**src/rtl/imm_gen_pipe.sv**
```systemverilog
// Pipelined RISC-V immediate generator: decodes the immediate format, sign-extends to XLEN,
// adds it to the PC, and hands the result out through an output register backed by a skid slot.
module imm_gen_pipe #(
    parameter int XLEN         = 32,
    parameter int ENABLE_ZICSR = 1,
    parameter int ENABLE_RV64I = 0
) (
    input  logic            clk_i,
    input  logic            rst_i,
    input  logic            flush_i,
    input  logic            instr_valid_i,
    output logic            instr_ready_o,
    input  logic [31:0]     instruction_i,
    input  logic [XLEN-1:0] pc_i,
    output logic            imm_valid_o,
    input  logic            imm_ready_i,
    output logic [XLEN-1:0] imm_ext_o,
    output logic [2:0]      imm_type_o,
    output logic [XLEN-1:0] target_o,
    output logic [31:0]     instr_o,
    output logic [XLEN-1:0] pc_o
);

    localparam logic [2:0] T_NONE = 3'd0;
    localparam logic [2:0] T_I    = 3'd1;
    localparam logic [2:0] T_S    = 3'd2;
    localparam logic [2:0] T_B    = 3'd3;
    localparam logic [2:0] T_U    = 3'd4;
    localparam logic [2:0] T_J    = 3'd5;
    localparam logic [2:0] T_Z    = 3'd6;

    // OP-IMM-32 only exists on a 64-bit datapath.
    localparam bit RV64_OPS = (ENABLE_RV64I != 0) && (XLEN == 64);
    localparam bit ZICSR_ON = (ENABLE_ZICSR != 0);

    typedef struct packed {
        logic [XLEN-1:0] imm;
        logic [2:0]      typ;
        logic [XLEN-1:0] target;
        logic [31:0]     instr;
        logic [XLEN-1:0] pc;
    } beat_t;

    logic [2:0]      d_type;
    logic [XLEN-1:0] d_imm;
    beat_t           in_beat;
    beat_t           or_q;
    beat_t           sk_q;
    logic            or_valid;
    logic            sk_valid;
    logic            accept;
    logic            or_free;

    always_comb begin
        d_type = T_NONE;
        if (instruction_i[1:0] == 2'b11) begin
            case (instruction_i[6:2])
                5'b00000, 5'b00100, 5'b11001, 5'b00011: d_type = T_I;
                5'b00110: d_type = RV64_OPS ? T_I : T_NONE;
                5'b01000: d_type = T_S;
                5'b11000: d_type = T_B;
                5'b01101, 5'b00101: d_type = T_U;
                5'b11011: d_type = T_J;
                5'b11100: d_type = (ZICSR_ON && instruction_i[14]) ? T_Z : T_I;
                default:  d_type = T_NONE;
            endcase
        end
    end

    always_comb begin
        d_imm = '0;
        case (d_type)
            T_I: d_imm = XLEN'($signed(instruction_i[31:20]));
            T_S: d_imm = XLEN'($signed({instruction_i[31:25], instruction_i[11:7]}));
            T_B: d_imm = XLEN'($signed({instruction_i[31], instruction_i[7],
                                        instruction_i[30:25], instruction_i[11:8], 1'b0}));
            T_U: d_imm = XLEN'($signed({instruction_i[31:12], 12'b0}));
            T_J: d_imm = XLEN'($signed({instruction_i[31], instruction_i[19:12],
                                        instruction_i[20], instruction_i[30:21], 1'b0}));
            T_Z: d_imm = XLEN'(instruction_i[19:15]);
            default: d_imm = '0;
        endcase
    end

    always_comb begin
        in_beat        = '0;
        in_beat.imm    = d_imm;
        in_beat.typ    = d_type;
        in_beat.target = pc_i + d_imm;
        in_beat.instr  = instruction_i;
        in_beat.pc     = pc_i;
    end

    // Handshake: a beat moves on a cycle where valid && ready; valid never waits on ready,
    // and a stalled output (valid && !ready) holds every output port stable.
    assign instr_ready_o = !sk_valid;
    assign accept        = instr_valid_i && instr_ready_o;
    assign or_free       = !or_valid || imm_ready_i;

    always_ff @(posedge clk_i) begin
        if (rst_i) begin
            or_valid <= 1'b0;
            or_q     <= '0;
            sk_valid <= 1'b0;
            sk_q     <= '0;
        end else if (flush_i) begin
            or_valid <= 1'b0;
            or_q     <= '0;
            sk_valid <= 1'b0;
        end else if (or_free) begin
            // SK, when full, is older than any input and keeps instr_ready_o low.
            if (sk_valid) begin
                or_valid <= 1'b1;
                or_q     <= sk_q;
                sk_valid <= 1'b0;
            end else begin
                or_valid <= accept;
                if (accept) or_q <= in_beat;
            end
        end else if (accept) begin
            sk_valid <= 1'b1;
            sk_q     <= in_beat;
        end
    end

    assign imm_valid_o = or_valid;
    assign imm_ext_o   = or_q.imm;
    assign imm_type_o  = or_q.typ;
    assign target_o    = or_q.target;
    assign instr_o     = or_q.instr;
    assign pc_o        = or_q.pc;

endmodule

```
**config.mk**
```make
export PLATFORM = sky130hd
export DESIGN_NAME = imm_gen_pipe
export DESIGN_NICKNAME = d
export VERILOG_FILES = /design/src/rtl/imm_gen_pipe.sv
export SDC_FILE = /design/constraint.sdc
export NUM_CORES = 1
export LEC_CHECK = 0
export ABC_AREA = 1
export BUFFER_PORTS_ARGS = -buffer_cell sky130_fd_sc_hd__buf_2
export CORE_MARGIN = 10
export CORE_UTILIZATION = 34
export CTS_BUF_LIST = sky130_fd_sc_hd__clkbuf_4 sky130_fd_sc_hd__clkbuf_8
export CTS_CLUSTER_SIZE = 20
export DETAILED_ROUTE_END_ITERATION = 10
export PLACE_DENSITY = 0.61
export RECOVER_POWER = 100
export SLEW_MARGIN = 5
export SYNTH_ARGS = -nofsm -noshare
export SYNTH_HDL_FRONTEND = slang
export SYNTH_SLANG_ARGS = --single-unit
```
**constraint.sdc**
```tcl
create_clock -name clk_i -period 3.35 [get_ports clk_i]
set_input_delay 0.5025 -clock clk_i [delete_from_list [all_inputs] [get_ports clk_i]]
set_output_delay 0.5025 -clock clk_i [all_outputs]
set_load 0.02 [all_outputs]
```
==> flow_summary.json, run 1 <==
{
  "hpwl_um": 34800,
  "path_clk_slew_ns": 0.06,
  "total_power_mw": 7.59,
  "cap_violations": 2,
  "path_cells": "buf_2 -> inv_1 -> nand3_1 -> nor2_4 -> nor2_4 -> a21oi_4 -> nor2_2 -> buf_4 -> o21ai_4 -> nand2_1 -> ha_1 -> buf_4 -> nand2_1 -> nor4_1 -> buf_4 -> nand3b_1 -> nand3_1 -> nand2_1 -> nand3_1 -> nand3_1 -> nand2_1 -> a21oi_1",
  "vias": 13411,
  "required_ns": 3.83,
  "hold_violations": 0,
  "cts_tree": "built",
  "io_buffers": 201,
  "ys_ff_latch": 264,
  "die_y_um": 213,
  "crit_type": "in -> reg",
  "setup_violations": 0,
  "p_per_area_nw_per_um2": 462,
  "grt_first_pass_wirelength_um": 73700,
  "ios": 202,
  "grt_overflow": 0,
  "leakage_nw": 7.56,
  "syn_avg_cell_area_um2": 7.07,
  "drc_errors": 0,
  "arrival_ns": 3.64,
  "nets": 2232,
  "setup_ws_ns": 0.180,
  "grt_use_total_pct": 20.8,
  "yosys.area.top_type": "dfxtp_1",
  "core.rowCount": 70,
  "tightest_slew_ns": 2.58,
  "drt-total-wl_um": 48400,
  "nFillCells": 3850,
  "drive_gt1_share_pct": 19.5,
  "clk-insertion-delay-late_ns": 0.63,
  "ant_nets": 0,
  "crit_path_start_kind": "input port",
  "synth_area_leaders": "dfxtp_1 (42%), nand2_1 (9.8%), a21oi_1 (8.3%)",
  "maxSlewViolCount": 147,
  "cts_num_sinks": 264,
  "finalCritPeriodShare_pct": 94.6,
  "place_congestion": 0.932,
  "hold_slack_ns": 0.156,
  "grt_max_degree": 144,
  "synth_nets": 1895,
  "period_needed_ns": 3.17,
  "synthSimpleGateAreaFrac_pct": 20.5,
  "synth_compound_area_share_pct": 24.9,
  "synth-adder-area-share_pct": 3.22,
  "post_drt_wl_per_cell_um": 18.4,
  "ys_warn_count": 0,
  "synth_cell_type_count": 46,
  "place_ws_ns": -0.568,
  "ir_drop_mv": 0.322,
  "violations": "capacitance limit, slew limit",
  "firstDrtPassIters": 6,
  "die_x_um": 213,
  "cts_root_buf": "clkbuf_8",
  "synthesis.area_um2": 12700,
  "drt_iter0_drc": 1116,
  "synth_mux_area_share_pct": 0,
  "initial_core_util_pct": 34.6,
  "worstPathMaxFanout": 8,
  "clockBufferDepth": 3,
  "viasPerCell": 5.09,
  "max_stage_delay_ns": 0.38,
  "synth_top_family_by_area": "compound AO/OA/AOI/OAI gates",
  "cts_buffers": 48,
  "synthXorXnorAreaFrac_pct": 1.11,
  "synth_sequential_area_ratio_pct": 41.7,
  "rsz0062_at_grt": "true",
  "slew_headroom_pct": -72.0,
  "grt_pass1_vias": 12756,
  "hold_buffers": 0,
  "status": "finished with violations",
  "area_growth_pct": 29.7,
  "max_freq_mhz": 315,
  "hold_path.class": "in -> reg",
  "worstSetupEndpointType": "flop",
  "synth_cells": 1794,
  "die-area_um2": 45400,
  "critical_path.slowest_cell": "ha_1",
  "skew_ns": 0.0257,
  "antenna_found_initial": 1,
  "core-area_um2": 36700,
  "cts-htree-levels": 2,
  "yosys.area.top_type_share_pct": 41.7
}
[worst paths after layout]
path,endpoint,start,slack [ns],cells after the start
worst max-delay path,target_o[26]$_SDFFE_PP0P_,instruction_i[4],0.18,22
worst min register to register,imm_ext_o[1]$_SDFFE_PP0P_,imm_ext_o[1]$_SDFFE_PP0P_,0.46,2
worst max register to register,pc_o[0]$_SDFFE_PP0P_,sk_valid$_SDFFE_PP0P_,0.55,5
worst min-delay path,instr_o[10]$_SDFFE_PP0P_,instruction_i[10],0.16,3
[Yosys cell counts (all sizes together)]
library cell    n
nand3b          3
a21o            6
nand2         339
dfxtp         264
xor2           10
inv           169
o21ai         239
clkbuf         98
buf            17
nand4          11
clkinv          3
a31oi          52
a311oi         14
ha             31
xnor2           6
o22ai           2
o21bai          2
nor4            3
nand3          57
o221ai          2
a21oi         212
o211ai         22
nor3            4
a21boi          1
or2             1
and2            1
nor2          210
fa              1
o21a            4
a211oi         10
[state kept, by name (all words and copies together) (netlist names)]
signal	cells
imm_ext_o	32
sk_q	131
imm_valid_o	1
target_o	32
pc_o	32
imm_type_o	3
sk_valid	1
instr_o	32
[repair_timing]
action,in CTS,in global routing
setup buffers,0,5
setup endpoints to repair,0,36
gates resized for setup,0,36
[area by class of cell]
class,count,area (um^2),area share (%)
Tap cell,468,586,3.56
Timing Repair Buffer,402,2400,14.6
Antenna cell,1,2.50,0.0152
Sequential cell,264,5290,32.2
Clock buffer,73,930,5.65
Clock inverter,13,119,0.723
Inverter,172,649,3.95
Multi-Input combinational cell,1243,6470,39.4
[power by group]
part,total (mW),leakage [nW],internal (mW),switching [mW]
registers,3.26,2.14,3.22,0.0413
clock network,3.31,0.558,1.86,1.45
logic,1.02,4.86,0.366,0.652
total,7.59,7.56,5.45,2.14
[cell families (layout without fill, tap and decap cells)]
| logic type | after synthesis | after routing |
|---|---|---|
| and+or+nand+nor | 629 | 629 |
| AOI/OAI and AO/OA | 566 | 566 |
| buffers and inverters | 287 | 660 |
| DFF | 264 | 264 |
| adders and majority gates | 32 | 32 |
| xor gates and xnor gates | 16 | 16 |
| other | 0 | 1 |
[layout by cell type, fill, tap and decap left out, types with 61 or more instances in the layout]
master / n
dfxtp_1: 263
buf_2: 68
nor2_1: 198
buf_4: 190
nand2_1: 326
o21ai_0: 211
clkbuf_1: 135
a21oi_1: 202
clkbuf_8: 61
inv_1: 163
[critical path: cells and delay by family]
kind | cells | cell delay [ns]
AO/OA/AOI/OAI | 3 | 0.53
adder cells (fa/ha/maj) | 1 | 0.38
buffers and inverters | 5 | 0.67
AND/OR/NAND/NOR | 13 | 1.56
[through the flow]
step | std cells | instance area, um^2 | TNS (ns) | utilization [%]
final | 2636 | 16400 | 0 | 44.8
after global routing | 2635 | 16400 | -0.215 | 44.8
after CTS | 2630 | 16500 | 0 | 44.8
after detailed placement | 2544 | 15400 | -18.63 | 42.0
after global placement | 2544 | 15400 | -13.68 | 42.0
after floorplan | 1794 | 12700 | 0 | -
[metal layers]
layer | up-vias | track usage, % | wire length, um | part of all wire (%)
met5 | - | 0 | 0 | 0
met4 | 0 | 6.67 | 1090 | 2.3
met3 | 59 | 4.53 | 3360 | 6.9
met2 | 414 | 34.0 | 22700 | 47
met1 | 6256 | 26.8 | 21200 | 44
li1 | 6682 | - | - | -
No activity file was read; power rests on OpenSTA's default activity.
==> run 2: changes to the inputs <==
CTS_BUF_LIST = sky130_fd_sc_hd__clkbuf_4   (was sky130_fd_sc_hd__clkbuf_4 sky130_fd_sc_hd__clkbuf_8)
==> flow_summary.json, run 2 (synthesized netlist as in run 1, its figures left out) <==
{
  "period_needed_ns": 3.20,
  "required_ns": 4.00,
  "drc_errors": 0,
  "hpwl_um": 34800,
  "core.rowCount": 70,
  "cts_root_buf": "clkbuf_4",
  "ir_drop_mv": 0.247,
  "multi_input_area_um2": 6360,
  "area_growth_pct": 28.3,
  "largest_register_ffs": 131,
  "violations": "capacitance limit, slew limit",
  "status": "finished with violations",
  "finalCritPeriodShare_pct": 95.4,
  "worstSetupEndpointType": "flop",
  "drive_gt1_share_pct": 19.5,
  "layout.area.seq_um2": 5290,
  "crit_path_start_kind": "input port",
  "crit_type": "in -> reg",
  "post_drt_wl_per_cell_um": 18.0,
  "initial_core_util_pct": 34.6,
  "power.switching_mw": 2.09,
  "startpoint": "instruction_i[4]",
  "final_common_cell": "nand2_1",
  "grt_use_total_pct": 21.0,
  "nets": 2263,
  "grt_overflow": 0,
  "skew_ns": 0.0332,
  "cap_violations": 1,
  "slew_headroom_pct": -6.22,
  "finalSetupTns_ns": 0,
  "vias": 13648,
  "maxSlewViolCount": 87,
  "leakage_nw": 7.57,
  "critical_path.slowest_cell": "ha_4",
  "place_congestion": 0.932,
  "clk-insertion-delay-late_ns": 0.73,
  "tightest_slew_ns": 1.59,
  "total_power_mw": 7.25,
  "io_buffers": 201,
  "max_stage_delay_ns": 0.34,
  "die_x_um": 213,
  "die_y_um": 213,
  "setup_violations": 0,
  "intPower_mw": 5.16,
  "place_ws_ns": -0.568,
  "viasPerCell": 5.08,
  "grt_first_pass_wirelength_um": 74200,
  "max_freq_mhz": 313,
  "hold_path.class": "in -> reg",
  "arrival_ns": 3.84,
  "ios": 202,
  "min_from": "pc_i[26]",
  "pwr-share-seq_pct": 45.0,
  "drt-total-wl_um": 48400,
  "die-area_um2": 45400,
  "grt_pass1_vias": 13066,
  "ant_nets": 0,
  "nFillCells": 3847,
  "path_clk_slew_ns": 0.07,
  "path_cells": "buf_2 -> inv_1 -> nand3_1 -> nor2_4 -> nor2_1 -> nand3_2 -> nand3_2 -> nor2_1 -> buf_4 -> o21ai_4 -> nand2_1 -> ha_4 -> nand2_1 -> buf_4 -> nor2_1 -> nand3_1 -> nand2_1 -> buf_4 -> inv_1 -> or2_2 -> nand3_1 -> o211ai_1 -> a21oi_1",
  "worstPathMaxFanout": 8,
  "grt_max_degree": 144,
  "most-common-layout-cells": "nand2_1 (328), dfxtp_1 (263), o21ai_0 (219)",
  "place_area_um2": 15400,
  "regToRegStartpoint": "sk_valid$_SDFFE_PP0P_",
  "power.share.combinational_pct": 13.9,
  "clockBufferDepth": 3,
  "clock_power_share_pct": 41.1,
  "cts-htree-levels": 3,
  "antenna_found_initial": 3,
  "cts_num_sinks": 264,
  "drt_iter0_drc": 1168,
  "largest-register": "sk_q",
  "cts_tree": "built",
  "hold_violations": 0,
  "core-area_um2": 36700,
  "firstDrtPassIters": 6,
  "setup_ws_ns": 0.155,
  "cts_buffers": 75,
  "stdcell_area_um2": 16300,
  "swShare_pct": 28.8,
  "p_per_area_nw_per_um2": 446
}
## run 2: cell count changes in the layout (fill, tap and decap cells not counted), sizes merged
cell / delta
clkinv: +5
diode: +3
buf: -2
clkbuf: +35
clkinvlp: +1
dlygate4sd3: +8
inv: +1
## run 2: final cells by class
class | instances | area share (%)
flip-flops and latches | 264 | 32.5
multi-input cells | 1243 | 39.1
well taps | 468 | 3.60
clock buffers | 110 | 5.08
inverters | 172 | 3.99
diodes | 4 | 0.0615
repair buffers | 406 | 15.0
clock inverters | 20 | 0.661
## run 2: critical path, delay by kind of cell
family | cells | cell delay [ns]
compound gates | 3 | 0.52
fa+ha+maj | 1 | 0.34
buf+inv | 6 | 0.72
simple gates | 13 | 1.74
## run 2: layer usage
layer  vias up  global-route usage, %  routed length (um)
li1       6772                      -                   -
met1      6328                   26.5               21100
met2       456                   33.4               21900
met3        92                   5.22                3640
met4         0                   8.96                1730
met5         -                      0                   0
## run 2: power by group through the flow
| stage | combinational [mW] | sequential [mW] | clock (mW) |
|---|---|---|---|
| 2_1_floorplan | 0.447 | 3.39 | 0 |
| 3_3_place_gp | 1.01 | 3.33 | 0 |
| 3_5_place_dp | 1.01 | 3.33 | 0 |
| 4_1_cts | 1.02 | 3.26 | 3.09 |
| 5_1_grt | 1.10 | 3.27 | 3.26 |
| 6_report | 1.01 | 3.26 | 2.98 |
## run 2: per-stage QoR
step	util [%]	instances	hold slack, ns
6_report	44.3	2687	0.0614
5_1_grt	44.3	2685	0.0303
4_1_cts	44.7	2682	0.00114
3_5_place_dp	42.0	2544	0.452
3_3_place_gp	42.0	2544	0.446
2_1_floorplan	-	1794	0.436
## run 2: timing repair
action                                  4_1_cts  5_1_grt
gates resized for setup                       0       15
endpoints found under the hold margin         8        0
setup buffers                                 0        1
endpoints found under the setup margin        0       20
hold buffers                                  8        0
## run 2: final timing paths
kind | end | slack [ns] | cells past startpoint
max | target_o[15]$_SDFFE_PP0P_ | 0.15 | 23
min | sk_q[26]$_SDFFE_PP0P_ | 0.06 | 3
max reg2reg | imm_ext_o[25]$_SDFFE_PP0P_ | 0.33 | 7
min reg2reg | imm_ext_o[11]$_SDFFE_PP0P_ | 0.46 | 2
==> run 3: changes to the inputs <==
CTS_BUF_LIST = sky130_fd_sc_hd__clkbuf_2   (was sky130_fd_sc_hd__clkbuf_4)
==> flow_summary.json, run 3 (synthesized netlist as in run 1, its figures left out) <==
{
  "max_freq_mhz": 306,
  "finalSetupTns_ns": 0,
  "drt_iter0_drc": 1120,
  "io_buffers": 201,
  "setup_ws_ns": 0.0846,
  "slew_headroom_pct": -5.84,
  "rsz0062_at_grt": "true",
  "cts_root_buf": "clkbuf_2",
  "die-area_um2": 45400,
  "most-common-layout-cells": "nand2_1 (327), dfxtp_1 (263), o21ai_0 (218)",
  "firstDrtPassIters": 6,
  "cts_tree": "built",
  "power.share.combinational_pct": 16.2,
  "hold_end": "sk_q[46]$_SDFFE_PP0P_",
  "worstPathMaxFanout": 8,
  "cts_num_sinks": 264,
  "path_clk_slew_ns": 0.10,
  "cp_common_cell": "nand2_1",
  "intPower_mw": 4.51,
  "area_growth_pct": 30.7,
  "r2r_cells": 6,
  "crit_type": "in -> reg",
  "hold_depth": 5,
  "grt_overflow": 0,
  "core-area_um2": 36700,
  "ff2ff_setup_slack_ns": 0.58,
  "clk-insertion-delay-late_ns": 0.93,
  "tightest_slew_ns": 1.59,
  "grt_pass1_vias": 13394,
  "arrival_ns": 4.08,
  "place_congestion": 0.932,
  "violations": "capacitance limit, slew limit",
  "p_per_area_nw_per_um2": 398,
  "ios": 202,
  "critPathBufInv": 6,
  "drc_errors": 0,
  "die_y_um": 213,
  "setup_violations": 0,
  "drive_gt1_share_pct": 18.9,
  "die_x_um": 213,
  "drt-total-wl_um": 49300,
  "maxSlewViolCount": 87,
  "ir_drop_mv": 0.205,
  "grt_first_pass_wirelength_um": 75500,
  "grt_use_total_pct": 21.3,
  "antenna_found_initial": 2,
  "min_from": "instruction_i[14]",
  "worstSetupEndpointType": "flop",
  "power.switching_mw": 2.09,
  "initial_core_util_pct": 34.6,
  "cts-htree-levels": 3,
  "post_drt_wl_per_cell_um": 18.0,
  "path_cells": "dlygate4sd3_1 -> buf_2 -> nand2_1 -> buf_4 -> a21oi_4 -> nor2_1 -> buf_4 -> o21ai_4 -> nand2_1 -> ha_1 -> nand2_1 -> nor2_1 -> a21oi_1 -> nand2_1 -> buf_4 -> inv_1 -> or2_2 -> nand3_1 -> o211ai_1 -> a21oi_1",
  "clockBufferDepth": 3,
  "status": "finished with violations",
  "ant_nets": 0,
  "pwr-share-seq_pct": 49.4,
  "nets": 2323,
  "hold_slack_ns": 0.162,
  "finalCritPeriodShare_pct": 97.5,
  "swShare_pct": 31.7,
  "core.rowCount": 70,
  "r2r-end": "sk_q[38]$_SDFFE_PP0P_",
  "place_ws_ns": -0.568,
  "hold_violations": 0,
  "vias": 13897,
  "largest_register_ffs": 131,
  "period_needed_ns": 3.27,
  "cts_buffers": 73,
  "regToRegStartpoint": "sk_valid$_SDFFE_PP0P_",
  "crit_path_start_kind": "input port",
  "critPathTopFamily": "simple AND/OR/NAND/NOR gates",
  "grt_max_degree": 144,
  "leakage_nw": 7.74,
  "max_stage_delay_ns": 0.52,
  "required_ns": 4.17,
  "skew_ns": 0.0857,
  "hold_path.class": "in -> reg",
  "clock_power_share_pct": 34.4,
  "cap_violations": 1,
  "largest-register": "sk_q",
  "critical_path.slowest_cell": "dlygate4sd3_1",
  "hpwl_um": 34800,
  "final_common_cell": "nand2_1",
  "viasPerCell": 5.07
}
-- run 3: cell type report --
cell class / instances / area, um^2
flip-flops and latches: 264 / 5290
multi-input cells: 1243 / 6360
repair buffers: 468 / 3070
diodes: 3 / 7.51
fillers: 3816 / 20100
well taps: 468 / 586
clock inverters: 21 / 108
clock buffers: 101 / 505
inverters: 172 / 649
-- run 3: power by group through the flow --
stage	clock (mW)	sequential, mW	combinational (mW)
final	2.27	3.26	1.07
after global routing	2.51	3.27	1.17
after CTS	2.34	3.26	1.08
after detailed placement	0	3.33	1.01
after global placement	0	3.33	1.01
after floorplan	0	3.39	0.447
-- run 3: worst max-delay path by stage --
stage	start	to	slack, ns	depth (start not counted)
after global routing	instruction_i[1]	target_o[15]$_SDFFE_PP0P_	-0.02	20
after global placement	instruction_i[3]	target_o[17]$_SDFFE_PP0P_	-0.43	22
after detailed placement	instruction_i[4]	sk_q[82]$_SDFFE_PP0P_	-0.57	21
after CTS	instruction_i[1]	sk_q[82]$_SDFFE_PP0P_	0.08	20
final	instruction_i[1]	target_o[15]$_SDFFE_PP0P_	0.08	20
after floorplan	instruction_i[4]	sk_q[92]$_SDFFE_PP0P_	0.05	23
-- run 3: worst min-delay path, cell delays in order --
cell and delay, ns:
buf_2 0.09, buf_4 0.12, buf_4 0.14, nor2_1 0.05, nor2_1 0.08
-- run 3: metal layers --
layer	vias to the layer above	track usage [%]	share of wire, %
li1	6876	-	-
met1	6452	26.5	43
met2	479	34.6	46
met3	90	5.43	7.6
met4	0	8.27	3.1
met5	-	0	0
-- run 3: repair_timing --
item	in CTS	in global routing
hold endpoints to repair	129	0
hold buffers	69	0
buffers inserted	0	2
setup endpoints to repair	0	28
resized for setup	0	18
-- run 3: metrics by stage --
stage	power (mW)	cells	util, %	cell area (um^2)
6_report	6.60	2740	45.2	16600
5_1_grt	6.95	2740	45.2	16600
4_1_cts	6.68	2735	45.5	16700
3_5_place_dp	4.34	2544	42.0	15400
3_3_place_gp	4.33	2544	42.0	15400
2_1_floorplan	3.84	1794	-	12700
